## src/rtl/bubbledrive8_pkg.sv

```systemverilog
// Shared definitions for the BubbleDrive8 power monitor.
// Holds the FSM encoding, the default timing constants and a saturating counter helper.
package bubbledrive8_pkg;

    typedef enum logic {
        PWRMON_INIT = 1'b0,
        PWRMON_RUN  = 1'b1
    } pwrmon_state_t;

    localparam int PWRMON_DEBOUNCE_DEF = 48000;
    localparam int PWRMON_STARTUP_DEF  = 480000;
    localparam int PWRMON_CNT_W        = 20;

    // Counters stop at all-ones rather than wrapping back to zero.
    function automatic logic [PWRMON_CNT_W-1:0] sat_inc(input logic [PWRMON_CNT_W-1:0] value);
        return (&value) ? value : value + 1'b1;
    endfunction

endpackage

```

## src/rtl/bubbledrive8_pwrmon_if.sv

```systemverilog
// Status bus between the raw board pins, the power monitor and the mode controller.
// GLITCHCNT exists only when BUBBLEDRIVE8_PWRMON_GLITCHCNT_EN is defined.
interface bubbledrive8_pwrmon_if;

    logic PWRSTAT;
    logic MRST;
    logic PWRSTAT_S;
    logic MRST_S;
    logic nSTATVALID;
    logic STATCHG;
`ifdef BUBBLEDRIVE8_PWRMON_GLITCHCNT_EN
    logic [7:0] GLITCHCNT;

    modport master (
        output PWRSTAT,
        output MRST,
        input  PWRSTAT_S,
        input  MRST_S,
        input  nSTATVALID,
        input  STATCHG,
        input  GLITCHCNT
    );

    modport slave (
        input  PWRSTAT,
        input  MRST,
        output PWRSTAT_S,
        output MRST_S,
        output nSTATVALID,
        output STATCHG,
        output GLITCHCNT
    );
`else
    modport master (
        output PWRSTAT,
        output MRST,
        input  PWRSTAT_S,
        input  MRST_S,
        input  nSTATVALID,
        input  STATCHG
    );

    modport slave (
        input  PWRSTAT,
        input  MRST,
        output PWRSTAT_S,
        output MRST_S,
        output nSTATVALID,
        output STATCHG
    );
`endif

endinterface

```

## src/rtl/bubbledrive8_debouncer.sv

```systemverilog
// Two-flop synchronizer plus debounce counter and stable register for one status pin.
// The parent FSM loads the stable value at the end of startup and enables debouncing afterwards.
module bubbledrive8_debouncer
    import bubbledrive8_pkg::*;
#(
    parameter int   DEBOUNCE_CYCLES = PWRMON_DEBOUNCE_DEF,
    parameter logic RESET_VAL       = 1'b0
) (
    input  logic clk,
    input  logic rst_n,
    input  logic raw,
    input  logic enable,
    input  logic load,
    output logic sync1,
    output logic sync2,
    output logic stable,
    output logic update,
    output logic reject
);

    localparam logic [PWRMON_CNT_W-1:0] DEBOUNCE_TERM = PWRMON_CNT_W'(DEBOUNCE_CYCLES - 1);

    logic [PWRMON_CNT_W-1:0] count;
    logic                    mismatch;
    logic                    terminal;

    assign mismatch = (sync2 != stable);
    assign terminal = (count == DEBOUNCE_TERM);
    assign update   = enable && mismatch && terminal;
    // A nonzero count falling back to zero without an update is a rejected glitch.
    assign reject   = enable && !mismatch && (count != '0);

    always_ff @(posedge clk or negedge rst_n) begin
        if (!rst_n) begin
            sync1 <= RESET_VAL;
            sync2 <= RESET_VAL;
        end else begin
            sync1 <= raw;
            sync2 <= sync1;
        end
    end

    always_ff @(posedge clk or negedge rst_n) begin
        if (!rst_n) begin
            stable <= RESET_VAL;
            count  <= '0;
        end else if (load) begin
            stable <= sync2;
            count  <= '0;
        end else if (update) begin
            stable <= sync2;
            count  <= '0;
        end else if (enable && mismatch) begin
            count  <= sat_inc(count);
        end else begin
            count  <= '0;
        end
    end

endmodule

```

## src/rtl/bubbledrive8_pwrmon.sv

```systemverilog
// Power-status conditioner feeding the BubbleDrive8 mode controller: sync, startup settle, debounce.
// Define BUBBLEDRIVE8_PWRMON_GLITCHCNT_EN to add the saturating GLITCHCNT rejected-glitch counter.
module bubbledrive8_pwrmon
    import bubbledrive8_pkg::*;
#(
    parameter int DEBOUNCE_CYCLES = PWRMON_DEBOUNCE_DEF,
    parameter int STARTUP_CYCLES  = PWRMON_STARTUP_DEF
) (
    input logic                  MCLK,
    input logic                  nRESET,
    bubbledrive8_pwrmon_if.slave bus
);

    localparam logic [PWRMON_CNT_W-1:0] STARTUP_TERM = PWRMON_CNT_W'(STARTUP_CYCLES - 1);

    pwrmon_state_t           state;
    pwrmon_state_t           state_next;
    logic [PWRMON_CNT_W-1:0] startup_cnt;
    logic                    load;
    logic                    enable;
    logic                    sync_moving;
    logic                    statchg;

    logic pwr_sync1, pwr_sync2, pwr_stable, pwr_update, pwr_reject;
    logic mrst_sync1, mrst_sync2, mrst_stable, mrst_update, mrst_reject;

    // PWRSTAT resets to 0 and MRST to 1 so the idle outputs read as the safe PCB-fault code.
    bubbledrive8_debouncer #(
        .DEBOUNCE_CYCLES(DEBOUNCE_CYCLES),
        .RESET_VAL      (1'b0)
    ) u_pwrstat (
        .clk   (MCLK),
        .rst_n (nRESET),
        .raw   (bus.PWRSTAT),
        .enable(enable),
        .load  (load),
        .sync1 (pwr_sync1),
        .sync2 (pwr_sync2),
        .stable(pwr_stable),
        .update(pwr_update),
        .reject(pwr_reject)
    );

    bubbledrive8_debouncer #(
        .DEBOUNCE_CYCLES(DEBOUNCE_CYCLES),
        .RESET_VAL      (1'b1)
    ) u_mrst (
        .clk   (MCLK),
        .rst_n (nRESET),
        .raw   (bus.MRST),
        .enable(enable),
        .load  (load),
        .sync1 (mrst_sync1),
        .sync2 (mrst_sync2),
        .stable(mrst_stable),
        .update(mrst_update),
        .reject(mrst_reject)
    );

    // True on an edge where either sync2 takes a new value, so the quiet count restarts with it.
    assign sync_moving = (pwr_sync1 != pwr_sync2) || (mrst_sync1 != mrst_sync2);

    always_ff @(posedge MCLK or negedge nRESET) begin
        if (!nRESET) begin
            state <= PWRMON_INIT;
        end else begin
            state <= state_next;
        end
    end

    always_comb begin
        state_next = state;
        load       = 1'b0;
        enable     = 1'b0;
        case (state)
            PWRMON_INIT: begin
                if (!sync_moving && (startup_cnt == STARTUP_TERM)) begin
                    state_next = PWRMON_RUN;
                    load       = 1'b1;
                end
            end
            PWRMON_RUN: begin
                enable = 1'b1;
            end
            default: begin
                state_next = PWRMON_INIT;
            end
        endcase
    end

    always_ff @(posedge MCLK or negedge nRESET) begin
        if (!nRESET) begin
            startup_cnt <= '0;
        end else if ((state != PWRMON_INIT) || sync_moving || (startup_cnt == STARTUP_TERM)) begin
            startup_cnt <= '0;
        end else begin
            startup_cnt <= sat_inc(startup_cnt);
        end
    end

    always_ff @(posedge MCLK or negedge nRESET) begin
        if (!nRESET) begin
            statchg <= 1'b0;
        end else begin
            statchg <= pwr_update | mrst_update;
        end
    end

    assign bus.PWRSTAT_S  = pwr_stable;
    assign bus.MRST_S     = mrst_stable;
    assign bus.nSTATVALID = (state == PWRMON_INIT);
    assign bus.STATCHG    = statchg;

`ifdef BUBBLEDRIVE8_PWRMON_GLITCHCNT_EN
    logic [7:0] glitch_cnt;
    logic [8:0] glitch_sum;

    assign glitch_sum = {1'b0, glitch_cnt} + {8'd0, pwr_reject} + {8'd0, mrst_reject};

    always_ff @(posedge MCLK or negedge nRESET) begin
        if (!nRESET) begin
            glitch_cnt <= '0;
        end else if (state == PWRMON_RUN) begin
            glitch_cnt <= glitch_sum[8] ? 8'hFF : glitch_sum[7:0];
        end
    end

    assign bus.GLITCHCNT = glitch_cnt;
`else
    logic glitch_unused;
    assign glitch_unused = pwr_reject | mrst_reject;
`endif

endmodule

```

## src/flat_wrapper.sv

```systemverilog
// flat-port wrapper written by rule: the top's interface ports become plain ports
module bubbledrive8_pwrmon_flat import bubbledrive8_pkg::*;
#(
    parameter int DEBOUNCE_CYCLES = PWRMON_DEBOUNCE_DEF,
    parameter int STARTUP_CYCLES  = PWRMON_STARTUP_DEF
)
  (MCLK, nRESET, bus_PWRSTAT, bus_MRST, bus_PWRSTAT_S, bus_MRST_S, bus_nSTATVALID, bus_STATCHG);
  bubbledrive8_pwrmon_if bus_i ();
  input logic MCLK;
  input logic nRESET;
  input wire logic [$bits(bus_i.PWRSTAT)-1:0] bus_PWRSTAT;
  input wire logic [$bits(bus_i.MRST)-1:0] bus_MRST;
  output wire logic [$bits(bus_i.PWRSTAT_S)-1:0] bus_PWRSTAT_S;
  output wire logic [$bits(bus_i.MRST_S)-1:0] bus_MRST_S;
  output wire logic [$bits(bus_i.nSTATVALID)-1:0] bus_nSTATVALID;
  output wire logic [$bits(bus_i.STATCHG)-1:0] bus_STATCHG;
  assign bus_i.PWRSTAT = bus_PWRSTAT;
  assign bus_i.MRST = bus_MRST;
  assign bus_PWRSTAT_S = bus_i.PWRSTAT_S;
  assign bus_MRST_S = bus_i.MRST_S;
  assign bus_nSTATVALID = bus_i.nSTATVALID;
  assign bus_STATCHG = bus_i.STATCHG;
  bubbledrive8_pwrmon #(.DEBOUNCE_CYCLES(DEBOUNCE_CYCLES), .STARTUP_CYCLES(STARTUP_CYCLES)) u_core (.MCLK(MCLK), .nRESET(nRESET), .bus(bus_i));
endmodule
```

## config.mk

```make
export PLATFORM = sky130hd
export DESIGN_NAME = bubbledrive8_pwrmon_flat
export DESIGN_NICKNAME = d
export VERILOG_FILES = /design/src/rtl/bubbledrive8_pkg.sv /design/src/rtl/bubbledrive8_pwrmon_if.sv /design/src/rtl/bubbledrive8_debouncer.sv /design/src/rtl/bubbledrive8_pwrmon.sv /design/src/flat_wrapper.sv
export SDC_FILE = /design/constraint.sdc
export NUM_CORES = 1
export LEC_CHECK = 0
export ABC_AREA = 1
export BUFFER_PORTS_ARGS = -buffer_cell sky130_fd_sc_hd__buf_2
export CORE_UTILIZATION = 60
export CTS_CLUSTER_SIZE = 12
export DETAILED_ROUTE_END_ITERATION = 6
export GPL_TIMING_DRIVEN = 1
export PLACE_DENSITY = 0.78
export SYNTH_ARGS = -nofsm -noshare
export SYNTH_HDL_FRONTEND = slang
export SYNTH_SLANG_ARGS = --single-unit
```

## constraint.sdc

```tcl
create_clock -name MCLK -period 4.26 [get_ports MCLK]
set_clock_uncertainty 0.2 [all_clocks]
set_input_delay 0.852 -clock MCLK [delete_from_list [all_inputs] [get_ports MCLK]]
set_output_delay 0.852 -clock MCLK [all_outputs]
set_load 0.01 [all_outputs]
```

=== Word-level counts from Yosys, hierarchy flattened ===
Index checks and enable logic that the tools add are counted.

* Register bits after elaboration: 68
* Latch bits: 0
* Memory bits (writable): 0
* ROM bits: 0
* Input bits: 4
* Output and inout bits: 4
* Logic and storage cells: 58
* Memories: 0

* Add/subtract/negate cells: 3
* Multiply operators: 0
* Divide/modulo/power cells: 0
* Magnitude comparators: 0
* Equality and inequality tests: 10
* Shift-type cells: 0
* Muxes and demuxes: 18
* Bitwise gates (word level): 2
* Reductions and logical operators: 14

{| class="wikitable"
|+ Operator list
! kind !! number
|-
| $mux W20 || 10
|-
| $add A20 B1 Y20 const B || 3
|-
| $reduce_and A20 Y1 || 3
|-
| $eq A20 B16 Y1 const B || 2
|-
| $eq A20 B19 Y1 const B || 1
|-
| $mux W1 || 8
|-
| $ne A4 B2 Y1 const B || 2
|-
| $logic_and A1 B1 Y1 || 5
|-
| $ne A1 B1 Y1 || 4
|-
| $reduce_bool A2 Y1 || 2
|-
| $logic_or A1 B1 Y1 || 3
|-
| $ne A2 B1 Y1 const B || 1
|-
| $logic_not A1 Y1 || 1
|-
| $not A1 Y1 || 1
|-
| $or A1 B1 Y1 || 1
|}

=== Logic depth before layout (Yosys ltp) ===
* Depth after elaboration: 7
* Mapped depth: 10
* Mapped depth without buffers: 9

=== By module ===
From an unflattened synthesis, not the netlist that was laid out.

* Cell total of the unflattened synthesis: 622
* Area total of the unflattened synthesis: 4585.6 um^2

{| class="wikitable"
|+ Modules (own cells, without submodules)
! module !! instances !! cells each !! area each (um^2) !! seq. area each (um^2)
|-
| bubbledrive8_debouncer at u_core.u_pwrstat || 1 || 213 || 1576.5 || 575.6
|-
| bubbledrive8_debouncer at u_core.u_mrst || 1 || 211 || 1569.0 || 579.3
|-
| bubbledrive8_pwrmon || 1 || 198 || 1440.1 || 550.5
|}

=== Least setup slack after synthesis ===
Ideal clock, no wire load.

* Path kind: register -> register
* From: register u_core.startup_cnt[0]
* To: register u_core.startup_cnt[14]
* Setup time: 120 ps
* Arrival time: 1452 ps
* Required time: 3940 ps
* Path slack: 2487 ps
* Cell stages (with the launch flop): 10
* Buffers on the path: 1
* Period minus slack after synthesis: 1773 ps
* Cell sequence: dfrtp_1 -> ha_1 -> inv_2 -> nor2_4 -> nand2_4 -> nor2_2 -> nor2_2 -> nand2_4 -> buf_6 -> o21ai_2

* Longest elaborated chain between the ends: 3
* Elaborated cells on any way between the ends: 7
* Those cells by class: add/sub: 1; eq/ne: 2; mux: 2; reduce/logical: 2

{| class="wikitable"
|+ Ends and longest elaborated chain
! what !! RTL line !! RTL
|-
| start, declared || bubbledrive8_pwrmon.sv:18 || <nowiki>logic [PWRMON_CNT_W-1:0] startup_cnt;</nowiki>
|-
| start signal, assigned || bubbledrive8_pwrmon.sv:97 || <nowiki>startup_cnt <= sat_inc(startup_cnt);</nowiki>
|-
| $add A20 B1 Y20 / $eq A20 B19 Y1 (equally long branches) || bubbledrive8_pkg.sv:16, bubbledrive8_pwrmon.sv:94 ||
|-
| $mux W20 / $logic_or A1 B1 Y1 (equally long branches) || bubbledrive8_pkg.sv:16, bubbledrive8_pwrmon.sv:94 ||
|-
| $mux W20 / $ne A2 B1 Y1 (equally long branches) || - ||
|}

Parallel ways exist; a longest one is shown, timed or not. The select of a mux whose other input is x is not followed.
A chain may end at the register's enable or synchronous reset.

=== Final worst setup path ===
* From: register u_core.u_mrst.sync2
* To: register u_core.u_mrst.count[0]

* Longest elaborated chain between the ends: 7
* Elaborated cells on any way between the ends: 13
* Those cells by class: eq/ne: 3; mux: 5; reduce/logical: 5

{| class="wikitable"
|+ Ends and longest elaborated chain
! what !! RTL line !! RTL
|-
| start, declared || bubbledrive8_debouncer.sv:15 || <nowiki>output logic sync2,</nowiki>
|-
| start signal, assigned || bubbledrive8_debouncer.sv:39 || <nowiki>sync2 <= sync1;</nowiki>
|-
| $ne A1 B1 Y1 || bubbledrive8_pwrmon.sv:61 || <nowiki>assign sync_moving = (pwr_sync1 != pwr_sync2) || (mrst_sync1 != mrst_sync2);</nowiki>
|-
| $logic_or A1 B1 Y1 || bubbledrive8_pwrmon.sv:61 ||
|-
| $logic_not A1 Y1 || bubbledrive8_pwrmon.sv:77 || <nowiki>if (!sync_moving && (startup_cnt == STARTUP_TERM)) begin</nowiki>
|-
| $logic_and A1 B1 Y1 || bubbledrive8_pwrmon.sv:77 ||
|-
| $mux W1 || bubbledrive8_pwrmon.sv:77 ||
|-
| $mux W1 || bubbledrive8_pwrmon.sv:75 || <nowiki>case (state)</nowiki>
|-
| $ne A4 B2 Y1 (no line) / $mux W20 (equally long branches) || - ||
|-
| end signal, assigned || bubbledrive8_debouncer.sv:54 || <nowiki>count <= sat_inc(count);</nowiki>
|-
| end, declared || bubbledrive8_debouncer.sv:23 || <nowiki>logic [PWRMON_CNT_W-1:0] count;</nowiki>
|}

Parallel ways exist; a longest one is shown, timed or not.

==> metrics <==
Root Buffer clkbuf_8; CTS Hold Bufs 0; first-pass GRT wire length 17.39 mm; Tot GR Track Use 0.2912; clk_lat worst skew about 0.35 ns; FFs w/ async S/R, synth 1.000; Post-Syn Nets between 600 and 700; CP max stage cell nor2_1; most frequent cells in the layout 213 x nand2_1, 83 x nor2_1, 68 x inv_1, 65 x dfrtp_1, 64 x nand3_1; worst path cell trace nor2_1, nor2_1, nand3_2, nand4_1, nand2_1; CTS clock-pin slew for the worst setup and hold paths approximately 0.08 ns; clock sink count 68; antenna cells 0; IO buf count 7; Fillers 575; DR iter-0 viols 283; min-delay worst type reg2reg; dpl hpwl 7.556 mm; Critical Path Start Type register; initial core utilization 0.6342; largest net degree at the start of global routing 49; Setup TNS 0 ns; GPL Wtd Cong around 0.94; Post-CTS Setup Bufs 0; Final Cycle Share 0.5468; unrepaired setup endpoints after global routing no; die width 87.68 um; slowest stage delay, CP 0.57 ns; crit end category register; number of global-route vias before repair 3900; FF+latch count, synth between 60 and 70; CTS HTree Levels 3; grt total ovfl 0; Max-Cap Viols 0; DR DRC count 0; clock buffer depth 2; endpoints failing setup 0; Highest Clock Rate between 400 and 500 MHz; Core ar. 6944 um^2; most common cell after layout, fill and taps aside nand2_1; final wirelength between 10 and 15 mm; via/cell ratio between 5 and 6; Top cell by count, worst path nor2_1; dominant synthesized flop cell dfrtp_1; final hold violations 0; run status completed; post_cts resized 0; drt pass-1 iters 6; Inserted Clock Buffers 9; Mapped Area 4404 um^2; number of flops mapped to enable cells by yosys 0; worst-path fanout max 20; fin. max-slew vios 0; Ports 8; Syn-to-layout area delta 7.500%; register area share after synthesis 0.3872; worst path required time 4.28 ns; Post-Syn Instances 639; wire length per cell 13.53 um; share of cells above drive strength 1 0.1067; FP Rows 30; routed via count 4187; Avg Cell Area, Syn just under 7 um^2; P per Cell Area 270.5 nW/um^2; leak pwr approximately 2.3 nW; Synth Warn # 0; Final #Nets 658; VDD IR max 0.0001974 V; final core occ 0.6818; die area 7687 um^2; CTS tree yes; antenna violations before repair 0; Routed Antenna Nets 0; Worst Max-Slew Pin Slew 0.7904 ns; Largest regs u_core.startup_cnt x20, u_core.u_mrst.count x20, u_core.u_pwrstat.count x20; Crit Path Category reg2reg; final worst path period need approximately 2.3 ns; count of different cell masters after synthesis 30; slew margin rel. 0.4725; critical path arrival 2.35 ns; die height 87.68 um
[layout make-up]
cell class / count / area (um^2) / area share
clock inverter: 7 / 98.84 / 0.02088
tap: 96 / 120.1 / 0.02537
sequential: 68 / 1705 / 0.3602
inverter: 73 / 274.0 / 0.05788
multi-input combinational: 490 / 2362 / 0.4989
timing repair buffer: 9 / 50.05 / 0.01057
clock buffer: 9 / 123.9 / 0.02616
[cells by family (layout without fill, tap and decap cells)]
logic type,Yosys count,in the layout,share of synthesized area
buf+inv,81,98,0.07642
flops,68,68,0.3872
compound gates,33,33,0.04659
xor+xnor,17,17,0.03381
fa+ha+maj,3,3,0.008524
simple gates,437,437,0.4474
[metal layers]
layer	up-vias	track usage	routed length [um]
met5	-	0	0
met4	0	0.1237	318
met3	32	0.05278	655
met2	156	0.4624	4486
met1	1930	0.3940	4712
li1	2069	-	-
[critical path: cells and delay by family, from the launching register on]
kind / cells / cell delay [ns]
simple gates: 5 / 1.43
flops: 1 / 0.56
[worst paths after layout]
path | from | to | slack (ns) | cells past startpoint
worst max-delay path | u_core.u_mrst.sync2 | u_core.u_mrst.count[0] | 1.93 | 5
worst min-delay path | u_core.u_mrst.sync1 | u_core.u_mrst.sync2 | 0.18 | 0
worst max register to register | u_core.u_mrst.sync2 | u_core.u_mrst.count[0] | 1.93 | 5
worst min register to register | u_core.u_mrst.sync1 | u_core.u_mrst.sync2 | 0.18 | 0
max in group asynchronous | nRESET | u_core.startup_cnt[13] | 2.63 | 2
min in group asynchronous | nRESET | u_core.u_pwrstat.count[14] | 0.25 | 1
[Yosys cell counts, types with 8 or more instances]
| library cell | number | share of area |
|---|---|---|
| nor2_2 | 8 | 0.011 |
| nand2_1 | 213 | 0.18 |
| inv_1 | 68 | 0.058 |
| xor2_1 | 10 | 0.020 |
| nand4_1 | 33 | 0.047 |
| nor2_4 | 8 | 0.020 |
| nor2_1 | 83 | 0.071 |
| nor3_1 | 10 | 0.011 |
| nand3_1 | 64 | 0.073 |
| dfrtp_1 | 65 | 0.37 |
| nand2_2 | 9 | 0.013 |
| o21ai_0 | 14 | 0.016 |
[per-stage QoR]
step | hold slack, ns | area (um^2) | cells | power (mW) | worst slack [ns]
after detailed placement | 0.1705 | 4512 | 736 | 0.6996 | 1.955
after global placement | 0.1711 | 4512 | 736 | 0.6982 | 2.037
after CTS | 0.1821 | 4735 | 752 | 1.292 | 1.909
after global routing | 0.1889 | 4735 | 752 | 1.328 | 1.676
final | 0.1824 | 4735 | 752 | 1.281 | 1.931
after floorplan | 0.1607 | 4404 | 639 | 0.6821 | 2.487
[power by group]
part / leakage [nW] / switching, mW / total [mW] / internal (mW)
Combinational: 1.24 / 0.0256 / 0.0321 / 0.00648
Clock: 0.110 / 0.263 / 0.595 / 0.332
Sequential: 0.934 / 0.00451 / 0.654 / 0.649
Total: 2.28 / 0.293 / 1.28 / 0.988
(Power assumes the default switching activity.)
